## config.mk

```make
export PLATFORM = sky130hd
export DESIGN_NAME = ace_ccu_snoop_req_buf
export DESIGN_NICKNAME = d
export VERILOG_FILES = /design/src/rtl/ace_ccu_snoop_req_buf.sv
export SDC_FILE = /design/constraint.sdc
export NUM_CORES = 1
export LEC_CHECK = 0
export BUFFER_PORTS_ARGS = -buffer_cell sky130_fd_sc_hd__buf_2
export CAP_MARGIN = 20
export CORE_MARGIN = 8
export CORE_UTILIZATION = 23
export CTS_BUF_LIST = sky130_fd_sc_hd__clkbuf_16
export DETAILED_ROUTE_END_ITERATION = 16
export HOLD_SLACK_MARGIN = 0.12
export SYNTH_ARGS = -nofsm -noshare
export SYNTH_HDL_FRONTEND = slang
export SYNTH_SLANG_ARGS = --single-unit
export TNS_END_PERCENT = 5
```

## constraint.sdc

```tcl
create_clock -name clk_i -period 3.55 [get_ports clk_i]
set_input_delay 0.71 -clock clk_i [delete_from_list [all_inputs] [get_ports clk_i]]
set_output_delay 0.71 -clock clk_i [all_outputs]
set_load 0.01 [all_outputs]
```

## src/rtl/ace_ccu_snoop_req_buf.sv

```systemverilog
// ace_ccu_snoop_req_buf
// Round-robin arbiter that funnels NumInp AC snoop requests onto one AC
// output. Each issued snoop leaves a {sel, idx} record in a small control
// FIFO for the response-collect logic. The number of snoops in flight is
// capped at MaxTrans by a counter that snoop_done_i decrements.
//
// Ports:
//   clk_i, rst_i          clock, synchronous active-high reset
//   ac_valids_i/_readies_o per-input snoop handshake (readies one-hot0)
//   ac_chans_i, ac_sel_i  per-input payload and target select vector
//   ac_valid_o/ready_i    arbitrated snoop handshake, ac_chan_o payload
//   ctrl_valid_o/ready_i  control FIFO head handshake, ctrl_o = {sel, idx}
//   snoop_done_i          one-cycle pulse per fully retired snoop
//   outstanding_o         current number of snoops in flight
module ace_ccu_snoop_req_buf #(
  parameter int unsigned NumInp    = 2,
  parameter int unsigned NumOup    = 2,
  parameter type         ac_chan_t = logic,
  parameter int unsigned MaxTrans  = 4,
  parameter int unsigned CtrlDepth = 4,
  localparam int unsigned IdxW  = (NumInp > 1) ? $clog2(NumInp) : 1,
  localparam int unsigned CntW  = $clog2(MaxTrans + 1),
  localparam int unsigned CtrlW = NumOup + IdxW
) (
  input  logic                           clk_i,
  input  logic                           rst_i,
  input  logic [NumInp-1:0]              ac_valids_i,
  output logic [NumInp-1:0]              ac_readies_o,
  input  ac_chan_t [NumInp-1:0]          ac_chans_i,
  input  logic [NumInp-1:0][NumOup-1:0]  ac_sel_i,
  output logic                           ac_valid_o,
  input  logic                           ac_ready_i,
  output ac_chan_t                       ac_chan_o,
  output logic                           ctrl_valid_o,
  input  logic                           ctrl_ready_i,
  output logic [CtrlW-1:0]               ctrl_o,
  input  logic                           snoop_done_i,
  output logic [CntW-1:0]                outstanding_o
);

  localparam int unsigned PtrW  = (CtrlDepth > 1) ? $clog2(CtrlDepth) : 1;
  localparam int unsigned FcntW = $clog2(CtrlDepth + 1);

  typedef struct packed {
    logic [NumOup-1:0] sel;
    logic [IdxW-1:0]   idx;
  } ctrl_t;

  logic [IdxW-1:0]  rr_q, rr_d;
  logic             lock_q, lock_d;
  logic [IdxW-1:0]  lock_idx_q, lock_idx_d;
  logic [CntW-1:0]  out_q, out_d;
  logic [PtrW-1:0]  wr_ptr_q, wr_ptr_d, rd_ptr_q, rd_ptr_d;
  logic [FcntW-1:0] fcnt_q, fcnt_d;
  ctrl_t            mem_q [CtrlDepth];

  logic [IdxW-1:0]  cand;
  logic [IdxW-1:0]  arb_idx, gnt_idx;
  logic             arb_found, arb_valid;
  logic             can_issue, fifo_full, accept, push, pop;
  ctrl_t            push_rec;

  // Search upward from the round-robin pointer, wrapping at NumInp.
  always_comb begin
    arb_found = 1'b0;
    arb_idx   = '0;
    cand      = '0;
    for (int k = 0; k < int'(NumInp); k++) begin
      cand = IdxW'((int'(rr_q) + k) % int'(NumInp));
      if (!arb_found && ac_valids_i[cand]) begin
        arb_found = 1'b1;
        arb_idx   = cand;
      end
    end
  end

  // A presented-but-unaccepted grant is frozen so payload and record stay put.
  assign gnt_idx   = lock_q ? lock_idx_q : arb_idx;
  assign arb_valid = lock_q | arb_found;
  assign fifo_full = (fcnt_q == FcntW'(CtrlDepth));
  assign can_issue = (out_q < CntW'(MaxTrans)) && !fifo_full;
  // Gated by reset so no handshake can complete in a reset cycle.
  assign ac_valid_o = arb_valid && can_issue && !rst_i;
  assign ac_chan_o  = ac_chans_i[gnt_idx];
  assign accept     = ac_valid_o && ac_ready_i;

  for (genvar gi = 0; gi < NumInp; gi++) begin : g_ready
    assign ac_readies_o[gi] = accept && (gnt_idx == IdxW'(gi));
  end

  assign push_rec.sel = ac_sel_i[gnt_idx];
  assign push_rec.idx = gnt_idx;
  assign push         = accept;
  assign pop          = ctrl_valid_o && ctrl_ready_i;
  assign ctrl_valid_o = (fcnt_q != '0);
  assign ctrl_o       = mem_q[rd_ptr_q];
  assign outstanding_o = out_q;

  always_comb begin
    rr_d       = rr_q;
    lock_d     = lock_q;
    lock_idx_d = lock_idx_q;
    out_d      = out_q;
    wr_ptr_d   = wr_ptr_q;
    rd_ptr_d   = rd_ptr_q;
    fcnt_d     = fcnt_q;

    if (accept) begin
      rr_d   = (gnt_idx == IdxW'(NumInp - 1)) ? '0 : gnt_idx + IdxW'(1);
      lock_d = 1'b0;
    end else if (ac_valid_o) begin
      lock_d     = 1'b1;
      lock_idx_d = gnt_idx;
    end

    // A done with nothing outstanding is illegal; it is ignored (saturate).
    unique case ({accept, snoop_done_i})
      2'b10:   out_d = out_q + CntW'(1);
      2'b01:   if (out_q != '0) out_d = out_q - CntW'(1);
      default: out_d = out_q;
    endcase

    if (push) wr_ptr_d = (wr_ptr_q == PtrW'(CtrlDepth - 1)) ? '0 : wr_ptr_q + PtrW'(1);
    if (pop)  rd_ptr_d = (rd_ptr_q == PtrW'(CtrlDepth - 1)) ? '0 : rd_ptr_q + PtrW'(1);

    unique case ({push, pop})
      2'b10:   fcnt_d = fcnt_q + FcntW'(1);
      2'b01:   fcnt_d = fcnt_q - FcntW'(1);
      default: fcnt_d = fcnt_q;
    endcase
  end

  always_ff @(posedge clk_i) begin
    if (rst_i) begin
      rr_q       <= '0;
      lock_q     <= 1'b0;
      lock_idx_q <= '0;
      out_q      <= '0;
      wr_ptr_q   <= '0;
      rd_ptr_q   <= '0;
      fcnt_q     <= '0;
    end else begin
      rr_q       <= rr_d;
      lock_q     <= lock_d;
      lock_idx_q <= lock_idx_d;
      out_q      <= out_d;
      wr_ptr_q   <= wr_ptr_d;
      rd_ptr_q   <= rd_ptr_d;
      fcnt_q     <= fcnt_d;
    end
  end

  // Storage carries no reset; occupancy alone decides what is valid.
  always_ff @(posedge clk_i) begin
    if (push) mem_q[wr_ptr_q] <= push_rec;
  end

`ifndef SYNTHESIS
  a_readies_onehot0: assert property (@(posedge clk_i) disable iff (rst_i)
    $onehot0(ac_readies_o));
  a_chan_stable: assert property (@(posedge clk_i) disable iff (rst_i)
    (ac_valid_o && !ac_ready_i) |=> (ac_valid_o && $stable(ac_chan_o)));
  a_out_bound: assert property (@(posedge clk_i) disable iff (rst_i)
    out_q <= CntW'(MaxTrans));
  a_no_withdraw: assert property (@(posedge clk_i) disable iff (rst_i)
    lock_q |-> ac_valids_i[lock_idx_q]);
  a_done_legal: assert property (@(posedge clk_i) disable iff (rst_i)
    snoop_done_i |-> (out_q != '0));
`endif

endmodule
```

==> results summary <==
For this run, the leading register cell type out of synthesis is sky130_fd_sc_hd__dfxtp_1. The layout-stage area growth over the synthesis result is 20.5%. The first-pass GRT wire length came out at 4.30 mm. The total global routing overflow is 0. The worst path required time is roughly 3.8 ns. The utilization after layout is ~29%. Before CTS, the worst setup slack after placement is around 0.54 ns.

The number of levels the H-tree was split into is 1. The starting density of the core came out at between 20% and 30%. The CTS tree is done.

In this run the power spent charging and discharging nets is between 0.2 and 0.3 mW. By count the netlist is led by sky130_fd_sc_hd__dfxtp_1, sky130_fd_sc_hd__edfxtp_1, sky130_fd_sc_hd__inv_1, sky130_fd_sc_hd__nand2_1, sky130_fd_sc_hd__a21oi_1. In this run the biggest area consumer among cell types represents between 20% and 30% of the synthesized area.

Combinational cells account for 27.7% of the total power. The clock latency on the worst-skew pair is ~0.26 ns. By area the synthesized netlist is led by sky130_fd_sc_hd__edfxtp_1, sky130_fd_sc_hd__dfxtp_1, sky130_fd_sc_hd__ha_1. The slew at the pin with the worst max-slew slack came out at ~0.52 ns. The initial antenna violation count came to 0. STA classifies the critical path endpoint as a flip-flop. Sequential elements use about half of the synthesized area. The synthesis-stage register bit count is 27. The worst path meets setup with 0.812 ns of slack.

The placer's final routability congestion estimate is between 0.7 and 0.8. Setup repair after global routing left no endpoint under its margin. After synthesis, the share of flip-flops with an asynchronous set or reset is 0%.

The antenna violation net count after detailed routing came out at 0. The post-synthesis cell type count is 34. Dividing total power by cell area gives a power density of about 570 nW/µm². The overall die area is around 8500 µm². The clock period minus worst slack came out at roughly 2.7 ns. The register share of total power came out at between 40% and 50%. The number of top-level pins came out at 24. During synthesis, Yosys emitted a total of 0 warnings. Setup violations remaining at the end of the flow were counted as 0. Measured against its own limit, the worst slew margin works out to about two thirds. The biggest area consumer among synthesized cells is sky130_fd_sc_hd__edfxtp_1. The average cell area after synthesis is 11.0 µm². The cell count after synthesis came out at about 120. The arrival time of data at the critical path endpoint is around 3 ns. The aggregate routed wire length came out at between 2 and 3 mm. In this run the worst path has a maximum fanout of 16. The part of the total power dissipated in the clock network came out at 27.9%. For this run, the top clock speed supported by timing is around 0.37 GHz. The number of standard-cell rows in the floorplan came out at 27. The repair_antennas step left the layout with diodes totalling 0. The total standard cell area after synthesis is approximately 1300 µm². The half-perimeter wire length after detailed placement came out at between 2 and 2.5 mm. The detailed router placed approximately 920 vias in this run. The max-cap violation count is 0.

When the netlist entered floorplanning its net count stood at approximately 140. In the routed design, unresolved DRC markers number 0. The number of nets in the final layout is approximately 170. The die is just over 90 µm tall. The worst setup path is launched from an input port. The path class of the tightest hold or removal check is reg2reg. The root cell of the clock tree is sky130_fd_sc_hd__clkbuf_16. The CTS buffer count came out at 3. The total of cells resized after clock tree synthesis came out at 0.

Dividing the final minimum period by the clock period gives 77.1%. The smallest hold slack came out at between 0.4 and 0.5 ns. The detailed-route vias per instance is approximately 4.2. The count of flip-flops with a built-in enable after synthesis is 12.

The combined global-route utilization of all metal layers came out at under 10%. The hold violation count in the final report came out at 0. The horizontal die dimension came out at 91.9 µm.

The max-slew violation count was 0. The area of the core is around 5500 µm². In this run the post-CTS setup repair buffer count came out at 0. The peak ir drop on the vdd network is between 0.0002 and 0.00025 V.

The analysis attributes to cell leakage a power of 0.632 nW. The longest clock path from root to sink contains 2 buffers. Counting every sink on the clock net gives 27.

The number of global-route vias before repair is 928. The flow ran to the end, and the final reports show no timing, DRC or antenna violations. The kind of critical path is in2reg. The iteration count of the initial detailed-routing pass is 4. The final setup skew came out at 0.00868 ns. Dividing the detail-routed wire length by the instance count gives about 12 µm. Hold repair after CTS inserted 0 buffers. The fraction of power spent switching nets came out at 30.1%. The internal power component came out at ~0.63 mW. For this block, the initial DRC count from the detailed router was 29.

Summed over all failing endpoints, the final setup total negative slack is 0 ns. The pin count of the biggest net entering global routing came out at 17. The clock slew seen by the registers of the worst setup and hold paths is 0.07 ns. Among all cell types in the netlist, the one instantiated most often is sky130_fd_sc_hd__dfxtp_1. The number of buffers inserted by port buffering is 23. The share of final-layout standard cells stronger than drive strength 1 is between 20% and 30%.
==> area by class of cell <==
type	instances	area, µm²
well taps	72	90.1
inverters	10	37.5
clock buffers	3	75.1
multi-input cells	81	608
clock inverters	1	3.75
repair buffers	24	123
flip-flops and latches	27	661
fillers	612	3940
==> registers in the layout, summed over array words and instances (netlist names), named ones only <==
signal         cells
fcnt_q             3
lock_idx_q         1
lock_q             1
mem_q             12
outstanding_o      3
rd_ptr_q           2
rr_q               1
wr_ptr_q           2
==> metrics by stage <==
step | total power [mW] | instance area, µm² | instances
floorplan | 0.583 | 1330 | 121
global placement | 0.659 | 1520 | 214
detailed placement | 0.663 | 1520 | 214
CTS | 0.914 | 1600 | 218
global route | 0.961 | 1600 | 218
finish | 0.903 | 1600 | 218
==> critical path, cell delays in order <==
cell and delay (ns):
sky130_fd_sc_hd__buf_2 0.11, sky130_fd_sc_hd__or3_1 0.36, sky130_fd_sc_hd__and3_1 0.35, sky130_fd_sc_hd__inv_2 0.18
sky130_fd_sc_hd__ha_1 0.19, sky130_fd_sc_hd__inv_1 0.06, sky130_fd_sc_hd__fa_1 0.37, sky130_fd_sc_hd__xor2_1 0.16
sky130_fd_sc_hd__or3_1 0.31, sky130_fd_sc_hd__a21oi_1 0.13
==> placed cells by master, fill, tap and decap left out <==
| master | netlist | final |
|---|---|---|
| sky130_fd_sc_hd__nor3_1 | 3 | 3 |
| sky130_fd_sc_hd__mux2i_1 | 3 | 3 |
| sky130_fd_sc_hd__nand2b_1 | 3 | 3 |
| sky130_fd_sc_hd__and3_1 | 1 | 1 |
| sky130_fd_sc_hd__nor2_1 | 7 | 7 |
| sky130_fd_sc_hd__dfxtp_1 | 15 | 15 |
| sky130_fd_sc_hd__or3b_1 | 1 | 1 |
| sky130_fd_sc_hd__xor2_1 | 3 | 3 |
| sky130_fd_sc_hd__or3_1 | 5 | 5 |
| sky130_fd_sc_hd__fa_1 | 1 | 1 |
| sky130_fd_sc_hd__nor2b_1 | 2 | 2 |
| sky130_fd_sc_hd__inv_1 | 9 | 10 |
| sky130_fd_sc_hd__mux4_2 | 3 | 3 |
| sky130_fd_sc_hd__o211ai_1 | 1 | 1 |
| sky130_fd_sc_hd__o32a_1 | 1 | 1 |
| sky130_fd_sc_hd__a21oi_1 | 8 | 8 |
| sky130_fd_sc_hd__a221oi_1 | 1 | 1 |
| sky130_fd_sc_hd__or2_2 | 1 | 1 |
| sky130_fd_sc_hd__and2_1 | 5 | 5 |
| sky130_fd_sc_hd__xnor2_1 | 1 | 1 |
| sky130_fd_sc_hd__mux2_2 | 3 | 3 |
| sky130_fd_sc_hd__o31ai_2 | 1 | 1 |
| sky130_fd_sc_hd__nor3b_1 | 2 | 2 |
| sky130_fd_sc_hd__a31oi_1 | 1 | 1 |
| sky130_fd_sc_hd__clkbuf_16 | 0 | 3 |
| sky130_fd_sc_hd__o21ai_0 | 2 | 2 |
| sky130_fd_sc_hd__ha_1 | 7 | 7 |
| sky130_fd_sc_hd__nand3_1 | 3 | 3 |
| sky130_fd_sc_hd__inv_2 | 1 | 1 |
| sky130_fd_sc_hd__edfxtp_1 | 12 | 12 |
| sky130_fd_sc_hd__buf_2 | 1 | 23 |
| sky130_fd_sc_hd__nor4_1 | 3 | 3 |
| sky130_fd_sc_hd__buf_4 | 0 | 1 |
| sky130_fd_sc_hd__nand2_1 | 9 | 9 |
==> cell families (layout without fill, tap and decap cells) <==
family	Yosys count	in the layout	synth area share [%]
xor gates and xnor gates	4	4	2.64
buffers and inverters	13	38	4.34
muxes	9	9	9.91
adders and majority gates	8	8	8.11
DFF	27	27	49.8
and+or+nand+nor	45	45	18.0
AOI/OAI and AO/OA	15	15	7.17
==> metal layers <==
metal | wire, µm | global-route usage (%) | up-vias
met4 | 24 | 2.42 | 0
li1 | - | - | 475
met2 | 1260 | 9.95 | 11
met1 | 1220 | 7.69 | 433
met5 | 0 | 0 | -
met3 | 96 | 1.87 | 2
==> path summary, 6_finish.rpt <==
| kind | start | to | slack [ns] | cells past startpoint |
|---|---|---|---|---|
| hold reg to reg | rr_q | rr_q | 0.47 | 2 |
| hold / removal | rr_q | rr_q | 0.47 | 2 |
| setup reg to reg | fcnt_q[2] | fcnt_q[2] | 1.02 | 9 |
| setup / recovery | ac_valids_i[0] | fcnt_q[2] | 0.81 | 10 |
==> power groups by stage <==
stage	Combinational [mW]	Clock (mW)	Sequential, mW
floorplan	0.182	0	0.401
global placement	0.250	0	0.409
detailed placement	0.254	0	0.409
CTS	0.256	0.255	0.402
global route	0.286	0.268	0.407
finish	0.250	0.251	0.401
Power figures use the tool's default switching activity.
